[src/rtl/poly_pack_stream.sv]
// Maps signed coefficients into [0,Q), keeps d_q low bits and bit-packs them little-endian into bytes.
// Latency: first byte valid one cycle after the accepting edge; byte_o is registered (no input comb path).
// Backpressure: coeff_ready_o drops while a full byte waits or after N coeffs; byte holds until byte_ready_i.
module poly_pack_stream #(
    parameter int N     = 256,
    parameter int Q     = 3329,
    parameter int D_MAX = 12
) (
    input  logic       clk_i,
    input  logic       rst_ni,
    input  logic       start_i,
    input  logic [3:0] d_i,
    input  logic       coeff_valid_i,
    output logic       coeff_ready_o,
    input  logic [15:0] coeff_i,
    output logic       byte_valid_o,
    input  logic       byte_ready_i,
    output logic [7:0] byte_o,
    output logic       busy_o,
    output logic       done_o
);

    localparam int ACC_W  = D_MAX + 7;
    localparam int FILL_W = $clog2(ACC_W + 1);
    localparam int CNT_W  = $clog2(N + 1);

    localparam logic [CNT_W-1:0]  N_C    = CNT_W'(N);
    localparam logic [15:0]       Q_C    = 16'(Q);
    localparam logic [3:0]        DMAX_C = 4'(D_MAX);
    localparam logic [FILL_W-1:0] EIGHT  = FILL_W'(8);
    localparam logic [FILL_W-1:0] ZERO_F = '0;

    typedef enum logic [1:0] {
        S_IDLE,
        S_PACK,
        S_FLUSH,
        S_DONE
    } state_t;

    state_t             state;
    state_t             state_nx;
    logic [ACC_W-1:0]   acc;
    logic [FILL_W-1:0]  fill;
    logic [CNT_W-1:0]   cnt;
    logic [3:0]         d_q;

    logic [15:0]        t_map;
    logic [15:0]        mask;
    logic [15:0]        v;
    logic [ACC_W-1:0]   v_sh;
    logic               accept;
    logic               pop;

    // Accepts only happen with fill<8, so v<<fill never spills past ACC_W.
    always_comb begin
        t_map = coeff_i + (coeff_i[15] ? Q_C : 16'd0);
        mask  = (16'd1 << d_q) - 16'd1;
        v     = t_map & mask;
        v_sh  = ACC_W'(v) << fill;
    end

    always_comb begin
        state_nx      = state;
        coeff_ready_o = 1'b0;
        byte_valid_o  = 1'b0;
        done_o        = 1'b0;
        case (state)
            S_IDLE: begin
                if (start_i) state_nx = S_PACK;
            end
            S_PACK: begin
                coeff_ready_o = (fill < EIGHT) && (cnt < N_C);
                byte_valid_o  = (fill >= EIGHT);
                if ((cnt == N_C) && (fill < EIGHT)) state_nx = S_FLUSH;
            end
            S_FLUSH: begin
                byte_valid_o = (fill != ZERO_F);
                if (fill == ZERO_F) state_nx = S_DONE;
            end
            S_DONE: begin
                done_o   = 1'b1;
                state_nx = S_IDLE;
            end
            default: state_nx = S_IDLE;
        endcase
    end

    assign accept = coeff_valid_i & coeff_ready_o;
    assign pop    = byte_valid_o & byte_ready_i;
    assign busy_o = (state != S_IDLE);
    // Bits above fill are always zero, so a flushed partial byte is zero-padded.
    assign byte_o = acc[7:0];

    always_ff @(posedge clk_i or negedge rst_ni) begin
        if (!rst_ni) begin
            state <= S_IDLE;
            acc   <= '0;
            fill  <= '0;
            cnt   <= '0;
            d_q   <= DMAX_C;
        end else begin
            state <= state_nx;
            case (state)
                S_IDLE: begin
                    if (start_i) begin
                        d_q  <= ((d_i == 4'd0) || (d_i > DMAX_C)) ? DMAX_C : d_i;
                        acc  <= '0;
                        fill <= '0;
                        cnt  <= '0;
                    end
                end
                S_PACK: begin
                    if (accept) begin
                        acc  <= acc | v_sh;
                        fill <= fill + FILL_W'(d_q);
                        cnt  <= cnt + CNT_W'(1);
                    end else if (pop) begin
                        acc  <= acc >> 8;
                        fill <= fill - EIGHT;
                    end
                end
                S_FLUSH: begin
                    if (pop) begin
                        acc  <= '0;
                        fill <= '0;
                    end
                end
                default: ;
            endcase
        end
    end

endmodule

[config.mk]
export PLATFORM = sky130hd
export DESIGN_NAME = poly_pack_stream
export DESIGN_NICKNAME = d
export VERILOG_FILES = /design/src/rtl/poly_pack_stream.sv
export SDC_FILE = /design/constraint.sdc
export NUM_CORES = 1
export LEC_CHECK = 0
export ABC_AREA = 0
export BUFFER_PORTS_ARGS = -buffer_cell sky130_fd_sc_hd__clkbuf_2
export CAP_MARGIN = 10
export CORE_ASPECT_RATIO = 0.8
export CORE_MARGIN = 2
export CORE_UTILIZATION = 50
export CTS_BUF_LIST = sky130_fd_sc_hd__clkbuf_8
export CTS_CLUSTER_SIZE = 8
export DETAILED_ROUTE_END_ITERATION = 16
export GPL_TIMING_DRIVEN = 0
export PLACE_DENSITY = 0.79
export SKIP_LAST_GASP = 1
export SLEW_MARGIN = 20
export SYNTH_ARGS = -nofsm -noshare
export SYNTH_HDL_FRONTEND = slang
export SYNTH_SLANG_ARGS = --single-unit
[constraint.sdc]
create_clock -name clk_i -period 7.6 [get_ports clk_i]
set_input_delay 1.14 -clock clk_i [delete_from_list [all_inputs] [get_ports clk_i]]
set_output_delay 1.14 -clock clk_i [all_outputs]
set_load 0.01 [all_outputs]
== After elaboration in Yosys (flattened, before gate mapping) ==
Cells that the tools add are included.
Word-level totals
  flip-flop bits (word level): 39
  bits of input ports: 25
  output and inout bits: 12
  logic and storage cells: 66
Operators by class
  add/subtract/negate cells: 5
  magnitude comparators: 4
  equality and inequality tests: 10
  shift operators: 2
  muxes and demuxes: 22
  bitwise operators: 4
  reduce and logical (&&, ||, !) cells: 14
Operator list (count)
  two-way mux 19 bit: 4
  one-hot mux 19 bit (3 select lines): 1
  two-way mux 5 bit: 4
  bitwise OR 19 bit: 1
  left shift 16 x 5 -> 19 bit: 1
  two-way mux 9 bit: 2
  one-hot mux 9 bit (2 select lines): 1
  adder 16 x 12 -> 16 bit: 1
  bitwise AND 16 bit: 1
  left shift 1 x 4 -> 16 bit, first input constant: 1
  subtractor 16 x 1 -> 16 bit, second input constant: 1
  one-hot mux 5 bit (3 select lines): 1
  two-way mux 12 bit: 1
  inequality test 2 bit, second input constant: 5
  adder 9 x 1 -> 9 bit, second input constant: 1
  equality test 9 bit, second input constant: 1
  < comparator 9 bit, second input constant: 1
  one-hot mux 2 bit (4 select lines): 1
  two-way mux 2 bit: 3
  AND reduction 3 bit: 2
  adder 5 x 4 -> 5 bit: 1
  >= comparator 5 x 4 -> 1 bit, second input constant: 1
  zero test 5 bit: 1
  < comparator 5 x 4 -> 1 bit, second input constant: 1
  18 further kinds: 23

== Longest topological paths before layout ==
Gate-level depths: netlist of run 1.
  word-level depth: 7
  depth in mapped cells: 13
  gate-level depth less buffers: 10

== Worst setup path before layout of run 1 ==
OpenSTA, ideal clock, no wires.
  path type: input-to-reg
  from: input port coeff_i[0]
  to: register acc[15]
  library setup time: 0.122 ns
  data arrival time: 2.954 ns
  required time: 7.478 ns
  slack: 4.524 ns
  stages on the path: 9
  buffers on the path: 0
  path through: ha_1 > ha_1 > and4_1 > a211oi_1 > a2111oi_0 > or3_1 > mux2i_1 > nand2_1 > a32o_1
On the way
  cells in the longest elaborated chain, start to end: 6
RTL lines
  from (decl): RTL line 15  | input logic [15:0] coeff_i,
  adder 16 x 12 -> 16 bit: RTL line 56  | t_map = coeff_i + (coeff_i[15] ? Q_C : 16'd0);
  bitwise AND 16 bit: RTL line 58  | v = t_map & mask;
  left shift 16 x 5 -> 19 bit: RTL line 59  | v_sh = ACC_W'(v) << fill;
  bitwise OR 19 bit: RTL line 114  | acc <= acc | v_sh;
  two-way mux 19 bit: RTL line 113  | if (accept) begin
  one-hot mux 19 bit (3 select lines): RTL line 103  | case (state)
  to (signal assigned): RTL line 114
  to (signal assigned): RTL line 118  | acc <= acc >> 8;
  to (decl): RTL line 42  | logic [ACC_W-1:0] acc;
No other way between the ends.
A chain may end at the register's enable or synchronous reset.

== Final worst setup path of run 1 ==
  from: register d_q[3]
  to: register acc[15]
On the way
  cells in the longest elaborated chain, start to end: 7
RTL lines
  from (decl): RTL line 45  | logic [3:0] d_q;
  from (signal assigned): RTL line 106  | d_q <= ((d_i == 4'd0) || (d_i > DMAX_C)) ? DMAX_C : d_i;
  left shift 1 x 4 -> 16 bit: RTL line 57  | mask = (16'd1 << d_q) - 16'd1;
  subtractor 16 x 1 -> 16 bit: RTL line 57
  bitwise AND 16 bit: RTL line 58
  left shift 16 x 5 -> 19 bit: RTL line 59
  bitwise OR 19 bit: RTL line 114
  two-way mux 19 bit: RTL line 113
  one-hot mux 19 bit (3 select lines): RTL line 103
No other way between the ends.

==> run metrics, run 1 <==
number of CTS-inserted buffers=5; top cell type's share of synthesized area=24.36%; post-synthesis sequential area ratio=25.74%; Layout Nets=between 500 and 600; Post-DP HPWL=8.418 mm; Placed Cells=606; wire per inst=17.48 microns; maximum number of pins on one net before global-route repair=40; Most used DFF post-synth=dfrtp_1; dominant cells by area after synthesis=dfrtp_1 24%, ha_1 5.9%, a21oi_1 4.9%; # H-tree levels=2; GRT Util Overall=27.18%; Crit Path Max Fanout=10; Post-Syn Instances=465; post-synth net total=between 500 and 600; Final Worst Setup Slack=4231 ps; Mapped Area=3801 sq um; layout cells sized above 1=17.09%; final hold vios=0; Setup crit end kind=flip-flop; CTS Hold Bufs=0; peak supply drop=0.0002497 V; DR pass1 iterations=4; status=finished clean; YS warnings=0; Worst setup endpoint=acc[15]$_DFFE_PN0P_; Critical Path RT=7800 ps; Arrival @ worst endpoint=3570 ps; row count=28; Commonest cells post-synth=37 x a21oi_1, 37 x dfrtp_1, 37 x nand2_1; DRT iter0 DRCs=363; setup_tns=0 ps; DIE HEIGHT=81.99 microns; mean post-synth cell area=8.175 sq um; CTS Buffer Depth=2; IO Pins=37; Post-CTS Setup Inserts=0; Clock Pin Slew Worst Setup and Hold Paths=80 ps; Routed WL=~11 mm; CTS tree=built; count of unique library cells instantiated by Yosys=78; # clock sinks=39; Final Critical Period=3369 ps; RD Place Congestion=0.9905; core area=7392 sq um; Max Cap Violations=0; Slew HR=41.62%; number of global-route vias before repair=3609; non-filler cells, final=614; Chip Width=101.5 microns; Static Leak=1.795 nW; placed cell area=4113 sq um; WS Path Type=reg -> reg; fmax=296.8 MHz; register bit total from synthesis=39; worst slew pin tran=875.7 ps; final core area utilization=56.74%; flop-to-flop setup slack=4230 ps; Worst Setup SP=d_q[3]$_DFFE_PN1P_; worst-skew pair later-pin latency=300 ps; Vias=roughly 4000; post-route cell area=4194 sq um; Area growth, synth to finish=10.34%; r2r endpoint=acc[15]$_DFFE_PN0P_; Worst Skew=7.808 ps; CTS Root Cell=clkbuf_8; CP Launch Type=flip-flop; max-slew violations=0; Post-synth EDFFs=0; HP Start=acc[12]$_DFFE_PN0P_; Cell Pwr Density=396.1 nW/um^2; CTS resizes=0; drt drc=0; Routed Antenna Nets=0; first-pass GRT wire length=17.77 mm; antenna violations before repair=0; fraction of the cycle the final worst path needs=44.33%; Setup WS pre-CTS=4069 ps; WHS Path Cells=2; Overflow after GRT=0; logic depth of the worst register-to-register path=13; Starting Density=51.42%; Vias/cell=6.477; Port-buffer cells=36; diodes inserted=0; asr flop ratio synth=100.0%; final setup fails=0; reg2reg start=d_q[3]$_DFFE_PN1P_; Synth area leader=dfrtp_1; RSZ-0062 raised after global routing=false; worst hold path class=reg -> reg; die area=8320 sq um
-- layout make-up --
class,instances,area (sq um)
Buffer,38,203.9
Inverter,10,37.54
Fill cell,708,3198
Multi-Input combinational cell,378,2581
Sequential cell,39,978.4
Clock buffer,5,68.82
Clock inverter,3,12.51
Tap cell,105,131.4
Timing Repair Buffer,36,180.2
-- state kept, by name, summed over array words and instances (netlist names) --
name and count:
acc 19, cnt 9, d_q 4, fill 5
state 2
-- per-stage QoR --
stage	power (mW)	hold WS (ps)
finish	1.661	516.2
global placement	1.462	499.2
global route	1.795	553.2
detailed placement	1.496	504.3
floorplan	1.189	450.3
CTS	1.634	523.4
-- power by group --
| group | switching, mW | internal, mW | leakage [nW] |
|---|---|---|---|
| clock | 0.0745 | 0.0618 | 0.0505 |
| combinational | 0.740 | 0.447 | 1.23 |
| sequential | 0.0581 | 0.280 | 0.512 |
| total | 0.873 | 0.788 | 1.79 |
-- cells in the final DEF, fill, tap and decap left out, types with 7 or more instances in the layout --
master	count
nand3_1	10
o21ai_0	28
nor2b_1	9
a22o_1	9
a21oi_1	37
buf_4	10
nor2_1	33
xor2_1	8
nor3_1	15
or3_1	7
inv_1	10
nand2_1	37
a21o_1	11
dfrtp_1	37
clkbuf_2	35
ha_1	18
a211oi_1	17
o22ai_1	7
nand4_1	9
clkbuf_1	13
mux2i_1	8
and2_1	7
buf_2	14
-- worst max-delay path: stages (launching register included) --
cell,delay (ps)
dfstp_2,390
buf_2,180
buf_4,190
nor3_1,260
nand2_1,100
ha_1,220
buf_2,180
and2_1,180
a221oi_1,510
a2111oi_0,140
or3_1,390
mux2i_1,200
nand2_1,80
a32o_1,230
-- logic make-up after synthesis --
| logic type | count (synthesis) | synth area share (%) |
|---|---|---|
| XOR/XNOR | 14 | 3.226 |
| adder cells (fa/ha/maj) | 19 | 6.452 |
| buffers and inverters | 48 | 6.353 |
| flip-flops | 39 | 25.74 |
| multiplexers | 10 | 2.995 |
| AO/OA/AOI/OAI | 174 | 32.16 |
| AND/OR/NAND/NOR | 161 | 23.07 |
-- layer usage --
layer,track usage [%],routed length (microns),vias up
li1,-,-,1858
met5,0,0,-
met2,41.39,4699,185
met3,6.553,848,24
met1,38.78,5019,1910
met4,6.757,163,0
-- how the worst min path moves through the flow --
stage / to / slack, ps
3_3_place_gp: acc[12]$_DFFE_PN0P_ / 500
6_report: acc[12]$_DFFE_PN0P_ / 520
2_1_floorplan: acc[12]$_DFFE_PN0P_ / 450
4_1_cts: acc[12]$_DFFE_PN0P_ / 520
5_1_grt: acc[12]$_DFFE_PN0P_ / 550
3_5_place_dp: acc[12]$_DFFE_PN0P_ / 500
Note: power is estimated with default switching activity, not from simulation.
==> run 2, diff against run 1 <==
Settings changed: ABC_AREA 0 to 1, PLACE_DENSITY 0.79 to 0.82.
Clock period 7.6 ns to 3.05 ns, I/O delays scaled along.
==> run metrics, run 2 <==
fraction of the cycle the final worst path needs=90.29% (was 44.33%); Starting Density=50.97% (was 51.42%); Final Critical Period=2754 ps (was 3369 ps); YS warnings=0 (unchanged); CP Launch Type=flip-flop (unchanged); count of unique library cells instantiated by Yosys=43 (was 78); asr flop ratio synth=100.0% (unchanged); cell mode on critical path=nand2_2; sw frac=39.12% (was 52.54%); Post-CTS Setup Inserts=0 (unchanged); CTS Root Cell=clkbuf_8 (unchanged); DR pass1 iterations=5 (was 4); Clock Pin Slew Worst Setup and Hold Paths=80 ps (about the same); drt drc=0 (unchanged); Mapped Area=3732 sq um (was 3801 sq um); WS Path Type=reg -> reg (unchanged); post-synthesis sequential area ratio=26.22% (was 25.74%); mean post-synth cell area=6.315 sq um (was 8.175 sq um); # H-tree levels=2 (unchanged); commonest non-fill, non-tap cell in the layout=nand2_1; maximum number of pins on one net before global-route repair=40 (unchanged); dominant cells by area after synthesis=dfrtp_1 25%, nand2_1 16%, nand3_1 12% (was dfrtp_1 24%, ha_1 5.9%, a21oi_1 4.9%); RD Place Congestion=0.9317 (was 0.9905); worst-skew pair later-pin latency=290 ps (was 300 ps); internal power=1.272 mW (was 0.7883 mW); Placed Cells=717 (was 606); DIE HEIGHT=81.28 microns (was 81.99 microns); Slew HR=40.89% (was 41.62%); number of CTS-inserted buffers=5 (unchanged); antenna violations before repair=0 (unchanged); # clock sinks=39 (unchanged); max-slew violations=0 (unchanged); most frequent cells in the layout=161 x nand2_1, 87 x nand3_1, 58 x inv_1 (was 37 x nand2_1, 37 x a21oi_1, 37 x dfrtp_1); RSZ-0062 raised after global routing=false (unchanged); largest reg by FF count=acc (unchanged); CTS resizes=0 (unchanged); Static Leak=2.088 nW (was 1.795 nW); biggest regs=acc: 19 flops, cnt: 9 flops, fill: 5 flops (unchanged); layout cells sized above 1=14.33% (was 17.09%); count leader, synth=nand2_1; CTS Buffer Depth=2 (unchanged); IO Pins=37 (unchanged); max FFs per register=19 (unchanged); Post-Syn Instances=591 (was 465); post-synth net total=635 (was 509); overall power=2.090 mW (was 1.661 mW); Setup crit end kind=flip-flop (unchanged); final setup fails=0 (unchanged); Port-buffer cells=36 (unchanged); wire per inst=13.80 microns (was 17.48 microns); critical path's top delay family=buffers and inverters (was simple AND/OR/NAND/NOR gates); switching power=0.8177 mW (was 0.8728 mW); final hold vios=0 (unchanged); Routed WL=10.01 mm (was 10.73 mm); worst-path cell chain=clkbuf_1, inv_1, ha_1, nand2_2, nor2_4, nand2_2, clkinv_2, nor2_2, nand2_2, nand3_2, buf_6, inv_8, nand2_1, o21ai_1, a21oi_1 (was buf_2, buf_4, nor3_1, nand2_1, ha_1, buf_2, and2_1, a221oi_1, a2111oi_0, or3_1, mux2i_1, nand2_1, a32o_1); CTS Hold Bufs=0 (unchanged); Layout Nets=678 (was 552); Chip Width=100.6 microns (was 101.5 microns); Vias=4053 (was 3977); CP bufs+invs=5 (was 3); non-filler cells, final=725 (was 614); die area=8176 sq um (was 8320 sq um); row count=28 (unchanged); Comb pwr share=43.4% (was 71.4%); first-pass GRT wire length=17.07 mm (was 17.77 mm); CTS tree=built (unchanged); Worst Skew=8.668 ps (was 7.808 ps); Most used DFF post-synth=dfrtp_1 (unchanged); clock share of power=21.3% (was 8.2%); DRT iter0 DRCs=344 (was 363); flop-to-flop setup slack=300 ps (was 4230 ps); Synth area leader=dfrtp_1 (unchanged); Critical Path RT=3270 ps (was 7800 ps); Arrival @ worst endpoint=2970 ps (was 3570 ps); Area growth, synth to finish=11.00% (was 10.34%); worst hold path class=in -> async (was reg -> reg); number of global-route vias before repair=3682 (was 3609); Commonest cells post-synth=161 x nand2_1, 87 x nand3_1, 58 x inv_1 (was 37 x a21oi_1, 37 x dfrtp_1, 37 x nand2_1); Routed Antenna Nets=0 (unchanged); register bit total from synthesis=39 (unchanged); GRT Util Overall=25.87% (was 27.18%); top cell type's share of synthesized area=24.81% (was 24.36%); Post-DP HPWL=8.106 mm (was 8.418 mm); Seq pwr share=35.3% (was 20.4%); Overflow after GRT=0 (unchanged); CP max stage cell=dfrtp_1 (was a221oi_1); Vias/cell=5.590 (was 6.477); setup_tns=0 ps (unchanged); Max Cap Violations=0 (unchanged); max incr delay on CP=430 ps (was 510 ps); status=finished clean (unchanged); worst slew pin tran=886.7 ps (was 875.7 ps); Post-synth EDFFs=0 (unchanged); core area=7322 sq um (was 7392 sq um); Cell Pwr Density=504.5 nW/um^2 (was 396.1 nW/um^2); peak supply drop=0.0002595 V (was 0.0002497 V); fmax=363.1 MHz (was 296.8 MHz); final core area utilization=56.58% (was 56.74%); Crit Path Max Fanout=10 (unchanged); diodes inserted=0 (unchanged)
==> run 2: path summary, 6_finish.rpt <==
path / start / to / cells after the start
worst max-delay path: fill[3]$_DFFE_PN0P_ / acc[3]$_DFFE_PN0P_ / 15
worst min-delay path: rst_ni / acc[3]$_DFFE_PN0P_ / 1
worst max register to register: fill[3]$_DFFE_PN0P_ / acc[3]$_DFFE_PN0P_ / 15
worst min register to register: acc[7]$_DFFE_PN0P_ / acc[7]$_DFFE_PN0P_ / 2
max in group asynchronous: rst_ni / d_q[1]$_DFFE_PN0P_ / 1
min in group clk_i: d_i[0] / d_q[0]$_DFFE_PN0P_ / 3
==> run 2: layer usage <==
metal  global-route usage, %  part of all wire, %  vias to the layer above
li1                        -                    -                     2056
met1                   37.04                   48                     1904
met2                   43.00                   47                       87
met3                   3.959                  5.0                        6
met4                   2.329                 0.38                        0
met5                       0                    0                        -
==> run 2: metrics by stage <==
stage / hold slack [ps] / worst slack (ps) / cell area (sq um)
after global routing: 351.1 / 87.36 / 4143
after detailed placement: 497.7 / 346.8 / 4025
after floorplan: 161.9 / 816.7 / 3732
after CTS: 341.7 / 321.1 / 4143
after global placement: 474.8 / 378.4 / 4025
final: 284.9 / 296.0 / 4143
==> run 2: layout make-up <==
class,count,area (sq um)
tap,90,112.6
sequential,39,978.4
inverter,68,264.0
buffer,24,136.4
fill,703,3179
clock buffer,6,82.58
multi-input combinational,460,2354
timing repair buffer,36,180.2
clock inverter,2,35.03
==> run 2: power groups by stage <==
| stage | clock, mW | sequential (mW) | combinational [mW] |
|---|---|---|---|
| finish | 0.445 | 0.738 | 0.906 |
| global route | 0.476 | 0.754 | 1.03 |
| CTS | 0.457 | 0.736 | 0.903 |
| detailed placement | 0 | 0.747 | 0.895 |
| global placement | 0 | 0.742 | 0.878 |
| floorplan | 0 | 0.720 | 0.667 |
==> run 2: cells by family (layout without fill, tap and decap cells) <==
group / Yosys count / after routing / share of synthesized area (%)
AO/OA/AOI/OAI: 86 / 86 / 12.71
XOR/XNOR: 2 / 2 / 0.4694
adder cells (fa/ha/maj): 19 / 19 / 6.571
buffers and inverters: 92 / 136 / 10.73
flip-flops: 39 / 39 / 26.22
AND/OR/NAND/NOR: 353 / 353 / 43.31
==> run 2: worst reg2reg max path, cell delays in order (launching register included) <==
cell      delay [ps]
dfrtp_1          430
clkbuf_1         380
inv_1            240
ha_1             300
nand2_2          100
nor2_4            40
nand2_2           70
clkinv_2          80
nor2_2           220
nand2_2           90
nand3_2          130
buf_6            200
inv_8             60
nand2_1          150
o21ai_1           90
a21oi_1          130
